## src/rtl/ucdp_afifo_rd_pack.sv

```systemverilog
// Read-side packer for ucdp_afifo: pops FWFT words and packs ratio_p of them,
// lane 0 first, into one registered valid/ready output word; flush closes a partial word.
module ucdp_afifo_rd_pack #(
    parameter int dwidth_p = 8,
    parameter int ratio_p  = 4,
    parameter int cwidth_p = $clog2(ratio_p + 1)
) (
    input  logic                         main_clk_i,
    input  logic                         main_rst_i,
    output logic                         fifo_rd_ena_o,
    input  logic                         fifo_rd_empty_i,
    input  logic [dwidth_p-1:0]          fifo_rd_data_i,
    input  logic                         flush_i,
    output logic                         out_valid_o,
    input  logic                         out_ready_i,
    output logic [dwidth_p*ratio_p-1:0]  out_data_o,
    output logic [cwidth_p-1:0]          out_cnt_o,
    output logic                         busy_o
);

    logic [dwidth_p-1:0]          pack_r [ratio_p];
    logic [cwidth_p-1:0]          cnt_r;
    logic                         flush_r;
    logic                         out_valid_r;
    logic [dwidth_p*ratio_p-1:0]  out_data_r;
    logic [cwidth_p-1:0]          out_cnt_r;

    logic                         slot_free;
    logic                         flush_pend;
    logic                         last;
    logic                         pop;
    logic                         full_emit;
    logic                         flush_svc;
    logic                         emit;
    logic [cwidth_p-1:0]          n;
    logic [dwidth_p*ratio_p-1:0]  emit_data;

    assign slot_free  = !out_valid_r | out_ready_i;
    assign flush_pend = flush_i | flush_r;
    assign last       = (cnt_r == cwidth_p'(ratio_p - 1));
    assign pop        = !main_rst_i & !fifo_rd_empty_i &
                        (flush_pend ? slot_free : (!last | slot_free));
    assign n          = cnt_r + cwidth_p'(pop);
    assign full_emit  = pop & last & !flush_pend;
    assign flush_svc  = flush_pend & slot_free;
    assign emit       = full_emit | (flush_svc & (n != '0));

    // Collected lanes below cnt_r, the word being popped in lane cnt_r, zeros above.
    // A full emit is the same picture with cnt_r = ratio_p-1.
    always_comb begin
        emit_data = '0;
        for (int k = 0; k < ratio_p; k++) begin
            if (cwidth_p'(k) < cnt_r) begin
                emit_data[k*dwidth_p +: dwidth_p] = pack_r[k];
            end else if ((cwidth_p'(k) == cnt_r) && pop) begin
                emit_data[k*dwidth_p +: dwidth_p] = fifo_rd_data_i;
            end
        end
    end

    always_ff @(posedge main_clk_i) begin
        if (main_rst_i) begin
            cnt_r       <= '0;
            flush_r     <= 1'b0;
            out_valid_r <= 1'b0;
            out_data_r  <= '0;
            out_cnt_r   <= '0;
            for (int k = 0; k < ratio_p; k++) begin
                pack_r[k] <= '0;
            end
        end else begin
            if (emit) begin
                out_valid_r <= 1'b1;
                out_data_r  <= emit_data;
                out_cnt_r   <= n;
                cnt_r       <= '0;
            end else begin
                if (out_ready_i) begin
                    out_valid_r <= 1'b0;
                end
                if (pop) begin
                    for (int k = 0; k < ratio_p; k++) begin
                        if (cwidth_p'(k) == cnt_r) begin
                            pack_r[k] <= fifo_rd_data_i;
                        end
                    end
                    cnt_r <= cnt_r + cwidth_p'(1);
                end
            end

            // A flush that cannot be served now is held until the slot frees.
            if (flush_svc) begin
                flush_r <= 1'b0;
            end else if (flush_pend) begin
                flush_r <= 1'b1;
            end
        end
    end

    assign fifo_rd_ena_o = pop;
    assign out_valid_o   = out_valid_r;
    assign out_data_o    = out_data_r;
    assign out_cnt_o     = out_cnt_r;
    assign busy_o        = (cnt_r != '0) | flush_pend | out_valid_r;

endmodule

```

## config.mk

```make
export PLATFORM = sky130hd
export DESIGN_NAME = ucdp_afifo_rd_pack
export DESIGN_NICKNAME = d
export VERILOG_FILES = /design/src/rtl/ucdp_afifo_rd_pack.sv
export SDC_FILE = /design/constraint.sdc
export NUM_CORES = 1
export LEC_CHECK = 0
export BUFFER_PORTS_ARGS = -buffer_cell sky130_fd_sc_hd__buf_2
export CORE_MARGIN = 8
export CORE_UTILIZATION = 30
export CTS_CLUSTER_SIZE = 12
export DETAILED_ROUTE_END_ITERATION = 8
export RECOVER_POWER = 50
export SLEW_MARGIN = 20
export SYNTH_ARGS = -nofsm -noshare
export SYNTH_HDL_FRONTEND = slang
export SYNTH_SLANG_ARGS = --single-unit
```

## constraint.sdc

```tcl
create_clock -name main_clk_i -period 7.85 [get_ports main_clk_i]
set_input_delay 1.57 -clock main_clk_i [delete_from_list [all_inputs] [get_ports main_clk_i]]
set_output_delay 1.57 -clock main_clk_i [all_outputs]
set_load 0.01 [all_outputs]
```

==> results.yml <==
run_status:
  status: "complete, but fails checks"
  violations: "max-capacitance violations, max-slew violations"
timing:
  timing.final.hold_violations: 0
  finalMaxSlewViolations: 48
  timing.slew.headroom: -0.3712
  rsz0062_at_grt: "false"
  fin_skew_ns: 0.008084
  min_period_ns: 6.030
  tightestPinTransition_ns: 2.057
  max_freq_mhz: 165.8
  tns_ns: 0
  fin_crit_sh: 0.7682
  setup_viol: 0
global_routing:
  grt_pass1_vias: 2562
  grt_overflow_total: 0
  grt_pass1_wl_mm: 14.19
  grt_max_degree: 48
  antenna_found_initial: 0
  track_usage: 0.1255
setup_path:
  path_class: "primary input to flip-flop"
  cp_max_fo: 47
  r2r-end: "cnt_r[2]"
  crit_path_end: "cnt_r[2]"
  critPathLaunchType: "primary input"
  cpMaxStageDelayCell: "clkbuf_1"
  ff2ff_path_depth: 9
  cpPeakStageDelay_ns: 1.44
  worstPathRequired_ns: 8.11
  worstPathArrival_ns: 6.29
  crit_start: "main_rst_i"
  crit_path_end_kind: "flip-flop"
  reg2reg_slack_ns: 3.80
  path_cells: "clkbuf_1 > or2_1 > o2bb2ai_1 > ha_1 > ha_1 > xor2_1 > o311ai_0 > buf_4 > nand2_1 > nor4_1"
  reg2reg_from: "out_valid_o"
  cp_common_cell: "ha_1"
clocking:
  cts_resized: 0
  cts_buffer_depth: 2
  clock-sinks: 72
  clk_pin_slew_ns: 0.07
  numCtsBuffers: 9
  cts-htree-levels: 3
  cts_tree: "built"
  clkLatencyLatePin_ns: 0.36
  cts_root_buf: "clkbuf_8"
  hold_buffers: 0
  post-cts-setup-buffers: 0
synthesis:
  synth_top_area_share: 0.2900
  syn_inst: 303
  ys.flop_type: "dfxtp_1"
  async_reset_ff_frac: 0
  yosys.area.top_type: "edfxtp_1"
  syn_nets: 321
  netlist_area_um2: 3313
  yosys_warnings: 0
  synth_edf_count: 32
  synthTopCellsByArea: "edfxtp_1 (29%), dfxtp_1 (24%), nor3_1 (8.2%)"
  ys_seq_area_frac: 0.5317
  synth-seq-cells: 72
  synth_area_per_cell_um2: 10.93
  ys_types: 43
routing:
  num_vias: 2634
  drt-initial-drc-count: 252
  vias_per_cell: 5.488
  ant_nets: 0
  wl_per_cell_um: 18.56
  drt_wl_total_mm: 8.910
  dr.pass1.iters: 7
  drc: 0
finish:
  nets: 353
  final_util: 0.3459
  layout_commonest_cell: "nor3_1"
  syn_to_final_growth_pct: 12.69
  mostFrequentLayoutCells: "nor3_1 (54), dfxtp_1 (40), clkbuf_1 (37)"
  drive_gt1_frac: 0.1176
  n_antenna_cell: 0
  fillerInstances: 1098
power:
  power_density_nw_per_um2: 244.9
  irDropWorstVdd_uv: 78.07
  total_power_mw: 0.9144
  p_leak_nw: 1.251
min_path:
  hold_class: "flip-flop to flip-flop"
floorplan:
  die_w_um: 121.1
  top_level_ports: 51
  initial_core_util: 0.3070
  die_y_um: 121.1
  fp-row-count: 38
  core_area_um2: 10790
  dieArea_um2: 14660
place:
  port_buffers: 50
  finalWeightedCongestion: 0.8363
  place_hpwl_mm: 5.824
run:
  maxCapViolCount: 1
worst max-delay path, delay by kind of cell:
family	cells	cell delay [ns]
adder cells (fa/ha/maj)	2	0.55
buffers and inverters	2	1.75
XOR/XNOR	1	0.18
AO/OA/AOI/OAI	2	0.82
AND/OR/NAND/NOR	3	1.39
kinds of logic (layout without fill, tap and decap cells):
group	after synthesis	in the layout	synth area share
adders and majority gates	5	5	0.01888
muxes	1	1	0.003021
buffers and inverters	35	72	0.05664
AOI/OAI and AO/OA	58	58	0.1556
DFF	72	72	0.5317
xor gates and xnor gates	2	2	0.005288
and+or+nand+nor	130	130	0.2288
routing by layer:
layer  global-route usage  routed length (um)
met1               0.1581                4033
met2               0.1879                4071
met3              0.04281                 616
met4              0.06089                 188
met5                    0                   0
final cells by class:
cell class / instances / area (um^2) / area share
clock inverter: 5 / 28.78 / 0.007708
timing repair buffer: 54 / 234.0 / 0.06267
clock buffer: 11 / 162.7 / 0.04357
sequential: 72 / 1762 / 0.4719
multi-input combinational: 196 / 1364 / 0.3653
inverter: 2 / 7.507 / 0.002011
tap: 140 / 175.2 / 0.04692
flip-flops by register name, summed over array words and instances (netlist names):
name         flops
pack_r          32
cnt_r            3
flush_r          1
out_valid_o      1
out_cnt_o        3
out_data_o      32
where the power goes:
part / switching, mW / leakage, nW / internal (mW) / total, mW
logic: 0.115 / 0.497 / 0.0658 / 0.181
registers: 0.0196 / 0.660 / 0.430 / 0.449
clock network: 0.144 / 0.0939 / 0.140 / 0.284
total: 0.278 / 1.25 / 0.636 / 0.914
per-stage QoR:
step                      hold slack, ns  worst slack (ns)  instance area (um^2)  std cells
after detailed placement          0.4675             2.340                  3596        464
after floorplan                   0.4881             3.381                  3313        303
after CTS                         0.4764             2.618                  3787        480
after global routing              0.5066             1.337                  3734        480
after global placement            0.4639             2.454                  3596        464
final                             0.4764             1.820                  3734        480
worst min path at each step:
stage / start / end / slack (ns) / cells after the start
6_report: out_cnt_o[1] / out_cnt_o[1] / 0.48 / 2
5_1_grt: out_cnt_o[1] / out_cnt_o[1] / 0.51 / 2
4_1_cts: out_cnt_o[1] / out_cnt_o[1] / 0.48 / 2
3_5_place_dp: out_cnt_o[1] / out_cnt_o[1] / 0.47 / 2
3_3_place_gp: out_cnt_o[1] / out_cnt_o[1] / 0.46 / 2
2_1_floorplan: out_cnt_o[0] / out_cnt_o[0] / 0.49 / 2
cell usage after synthesis (3+ instances only):
master and instances:
a211oi_1 9, a21oi_1 4, a222oi_1 16, a22oi_1 9, a311oi_1 8, and2_1 9, and3_1 9, buf_1 3
buf_2 9, buf_6 5, clkbuf_1 14, dfxtp_1 40, edfxtp_1 32, ha_1 5, nand2_1 10, nand2b_1 3
nand3_1 3, nand4_1 8, nor2_1 3, nor3_1 54, nor3b_1 16, or2_2 3
Power figures use the tool's default switching activity.
